## src/rtl/decoder_2to4_strobe.sv

```systemverilog
// decoder_2to4_strobe: registered 2-to-4 decoder with a valid/ready input
// handshake and a timed one-hot strobe output.
// An accepted code drives y one-hot for HOLD cycles. Then y is forced to zero
// for GAP cycles before the next code can be accepted.
// Optional feature macro: DEC_STROBE_STATS_EN adds the accept_cnt[7:0] output,
// an accepted-code counter that wraps 255->0.
module decoder_2to4_strobe #(
  parameter int unsigned HOLD = 4,
  parameter int unsigned GAP  = 1
) (
  input  logic       clk,
  input  logic       rst,
  input  logic       in_valid,
  output logic       in_ready,
  input  logic [1:0] code,
  output logic [3:0] y,
  output logic       busy
`ifdef DEC_STROBE_STATS_EN
  ,
  output logic [7:0] accept_cnt
`endif
);

  typedef enum logic [1:0] {
    S_IDLE = 2'd0,
    S_HOLD = 2'd1,
    S_GAP  = 2'd2
  } state_t;

  localparam logic [7:0] HOLD_LOAD = 8'(HOLD - 1);
  localparam logic [7:0] GAP_LOAD  = 8'(GAP - 1);

  state_t     r_state;
  state_t     w_state_nxt;
  logic [7:0] r_cnt;
  logic [7:0] w_cnt_nxt;
  logic [3:0] r_y;
  logic [3:0] w_y_nxt;
  logic       w_accept;

  // The hot bit index is 3 - code.
  function automatic logic [3:0] decode(input logic [1:0] c);
    logic [3:0] v;
    case (c)
      2'b11:   v = 4'b0001;
      2'b10:   v = 4'b0010;
      2'b01:   v = 4'b0100;
      default: v = 4'b1000;
    endcase
    return v;
  endfunction

  // State, shared hold/gap down-counter and registered strobe.
  always_ff @(posedge clk) begin
    if (rst) begin
      r_state <= S_IDLE;
      r_cnt   <= '0;
      r_y     <= '0;
    end else begin
      r_state <= w_state_nxt;
      r_cnt   <= w_cnt_nxt;
      r_y     <= w_y_nxt;
    end
  end

  // Next-state logic. The code is captured only on the accept edge.
  always_comb begin
    w_state_nxt = r_state;
    w_cnt_nxt   = r_cnt;
    w_y_nxt     = r_y;
    w_accept    = in_valid && in_ready;
    case (r_state)
      S_IDLE: begin
        w_y_nxt = '0;
        if (w_accept) begin
          w_y_nxt     = decode(code);
          w_cnt_nxt   = HOLD_LOAD;
          w_state_nxt = S_HOLD;
        end
      end
      S_HOLD: begin
        if (r_cnt == 8'd0) begin
          w_y_nxt = '0;
          if (GAP == 0) begin
            w_state_nxt = S_IDLE;
          end else begin
            w_cnt_nxt   = GAP_LOAD;
            w_state_nxt = S_GAP;
          end
        end else begin
          w_cnt_nxt = r_cnt - 8'd1;
        end
      end
      S_GAP: begin
        w_y_nxt = '0;
        if (r_cnt == 8'd0) begin
          w_state_nxt = S_IDLE;
        end else begin
          w_cnt_nxt = r_cnt - 8'd1;
        end
      end
      default: begin
        w_state_nxt = S_IDLE;
        w_cnt_nxt   = '0;
        w_y_nxt     = '0;
      end
    endcase
  end

  // Outputs come from registered state only. in_ready is also masked by rst.
  always_comb begin
    in_ready = (r_state == S_IDLE) && !rst;
    busy     = (r_state != S_IDLE);
    y        = r_y;
  end

`ifdef DEC_STROBE_STATS_EN
  logic [7:0] r_accept_cnt;

  // Count accepted codes, wrapping naturally at 8 bits.
  always_ff @(posedge clk) begin
    if (rst) begin
      r_accept_cnt <= '0;
    end else if (w_accept) begin
      r_accept_cnt <= r_accept_cnt + 8'd1;
    end
  end

  // Drive the counter output.
  always_comb begin
    accept_cnt = r_accept_cnt;
  end
`endif

endmodule

```

## config.mk

```make
export PLATFORM = sky130hd
export DESIGN_NAME = decoder_2to4_strobe
export DESIGN_NICKNAME = d
export VERILOG_FILES = /design/src/rtl/decoder_2to4_strobe.sv
export SDC_FILE = /design/constraint.sdc
export NUM_CORES = 1
export LEC_CHECK = 0
export ABC_AREA = 1
export CORE_MARGIN = 3
export CORE_UTILIZATION = 47
export CTS_CLUSTER_SIZE = 28
export DETAILED_ROUTE_END_ITERATION = 12
export GPL_TIMING_DRIVEN = 1
export PLACE_DENSITY = 0.77
export SLEW_MARGIN = 20
export SYNTH_ARGS = -nofsm -noshare
export SYNTH_HDL_FRONTEND = slang
export SYNTH_SLANG_ARGS = --single-unit
```

## constraint.sdc

```tcl
create_clock -name clk -period 3.4 [get_ports clk]
set_input_delay 0.68 -clock clk [delete_from_list [all_inputs] [get_ports clk]]
set_output_delay 0.68 -clock clk [all_outputs]
set_load 0.05 [all_outputs]
```

==> impl_metrics.yaml <==
finish:
  fillers: 156
  drive_above_1_share_pct: 13.24
  antenna_cells: 0
  fin_nets: 144
  syn2layout_area_growth_pct: 19.60
floorplanning:
  dieArea_mm2: 0.002275
  rows: 14
  die_y_um: 47.70
  coreArea_mm2: 0.001577
  initial_core_util_pct: 51.83
  fp.dieW_um: 47.70
  ios: 11
global_routing:
  grt_pass1_vias: 761
  grt_usage_pct: 19.39
  antenna_found_initial: 0
  grt_max_degree: 11
  overflow: 0
  grt_first_pass_wirelength_um: 3077
timing:
  setup_tns_ns: 0
  min_period_ns: 2.736
  fin_ws_ns: 0.6642
  max_freq_mhz: 365.5
  final_hold_viol_count: 0
  finalClockSkew_ns: 0.006706
  worst_slew_pin_slew_ns: 0.5091
  drv_slew: 0
  grt_setup_unrepaired: "false"
  post-route-period-util_pct: 80.47
  max-slew-margin-rel_pct: 65.96
  setup_violations: 0
yosys:
  synthFlopType: "dfxtp_1"
  synth_common_cells: "nand2_1 (27), inv_1 (22), nand3_1 (15)"
  async_reset_ff_share_pct: 0
  syn-cell-area_um2: 817.0
  synth.area.top_cells: "dfxtp_1 (34%), nand2_1 (12%), inv_1 (10%)"
  synth-edff-count: 0
  synth_most_common_cell: "nand2_1"
  syn-instance-count: 122
  synth_top_cell_by_area: "dfxtp_1"
  yosysSeqAreaShare_pct: 34.30
  synth_area_per_cell_um2: 6.697
  yosysWarnings: 0
  ys_seq_elements: 14
  synth_top_area_share_pct: 34.30
  synthesis.nets: 129
  synth_cell_types: 20
detailed_routing:
  drt_iter0_drc: 22
  routedWlPerCell_um: 11.45
  viasPerCell: 5.178
  antenna_left: 0
  drt-total-wl_um: 1740
  drt_pass1_iterations: 4
  drt_drc_violations_left: 0
  vias: 787
power_and_ir_drop:
  clock_power_share_pct: 10.6
  ir_drop_uv: 671.3
  p_seq_share_pct: 23.6
  power.leakage_nw: 0.4714
  power_density_mw_per_mm2: 1156
  p_sw_mw: 0.5935
  pwr-share-comb_pct: 65.9
  swShare_pct: 52.55
  p_int_mw: 0.5360
setup_path:
  required_ns: 2.72
  timing.rr.end: "r_cnt[5]"
  r2r_setup_slack_ns: 1.90
  r2r_cells: 11
  r2r_start: "r_cnt[0]"
  end_kind: "output pin"
  path_class: "primary input to output pin"
  cp_max_fo: 2
  cp-start-kind: "primary input"
  crit_arrival_ns: 2.06
  startpoint: "rst"
cts:
  insertion_delay_ns: 0.28
  cts_resized: 0
  cts_tree: "built"
  cts_root_buffer: "clkbuf_4"
  ctsHoldBuffers: 0
  clkTransAtPathRegs_ns: 0.08
  cts.sinks: 14
  post_cts_buffers: 0
  numCtsBuffers: 3
  htreeDepth: 1
  max-clock-path-buffers: 2
min_path:
  hold_path_end: "y[1]"
  min_path_cells: 2
  holdCritStartpoint: "y[1]"
  hold_path.class: "register to register"
place:
  hpwl_um: 1374
  io_buffer_count: 10
  place.gp.congestion: 0.8676
  dp_slack_ns: 0.6688
run:
  cap_violations: 0
run_status:
  status: "finished, final reports clean"
-- per-layer routing --
layer  global-route usage (%)  vias up  wire [um]
li1                         -      410          -
met5                        0        -          0
met2                    31.66       13        841
met3                    7.143        2         62
met1                    23.65      362        820
met4                    5.914        0         16
-- area by class of cell --
type,instances,area (um2),share of cell area [%]
well taps,16,20.02,2.049
inverters,24,92.59,9.475
repair buffers,11,107.6,11.01
clock buffers,4,36.28,3.713
multi-input cells,83,440.4,45.07
flip-flops and latches,14,280.3,28.68
-- worst max-delay path, cell delays in order --
cell and delay [ns]:
clkdlybuf4s50_1 0.44, nor2_1 0.12, clkdlybuf4s50_1 0.81
-- logic make-up (layout without fill, tap and decap cells) --
family / Yosys count / after routing / synth area share (%)
xor+xnor: 2 / 2 / 2.144
compound gates: 16 / 16 / 10.26
buf+inv: 25 / 39 / 11.79
fa+ha+maj: 2 / 2 / 3.062
simple gates: 63 / 63 / 38.44
flops: 14 / 14 / 34.30
-- state kept, by name, summed over array words and instances (netlist names) --
register	flops
r_state	2
y	4
r_cnt	8
-- how the worst max path moves through the flow --
stage                     cells after the start        to
final                                         3  in_ready
after global routing                          3  in_ready
after floorplan                               2  in_ready
after CTS                                     3  in_ready
after detailed placement                      3  in_ready
after global placement                        3  in_ready
-- metrics by stage --
step | cells | util, % | hold WS [ns] | area [um2] | total power, mW
2_1_floorplan | 122 | - | 0.4447 | 817.0 | 0.8538
3_3_place_gp | 148 | 59.68 | 0.4502 | 940.9 | 0.9782
3_5_place_dp | 148 | 59.68 | 0.4548 | 940.9 | 1.003
4_1_cts | 152 | 61.98 | 0.4681 | 977.2 | 1.132
5_1_grt | 152 | 61.98 | 0.5012 | 977.2 | 1.240
6_report | 152 | 61.98 | 0.4681 | 977.2 | 1.129
-- power by group through the flow --
stage                     sequential [mW]  clock [mW]  combinational [mW]
after floorplan                     0.267           0               0.587
after global placement              0.267           0               0.711
after detailed placement            0.270           0               0.733
after CTS                           0.266       0.124               0.742
after global routing                0.275       0.133               0.832
final                               0.266       0.119               0.744
-- placed cells by master, fill, tap and decap left out, drive strengths merged --
cell type       n
o21ai           5
nand3          16
dfxtp          14
clkbuf          4
inv            24
ha              2
nor2           14
nand4           2
a21oi          11
nand2          31
buf             1
clkdlybuf4s50  10
xor2            2
Power figures use the tool's default switching activity.
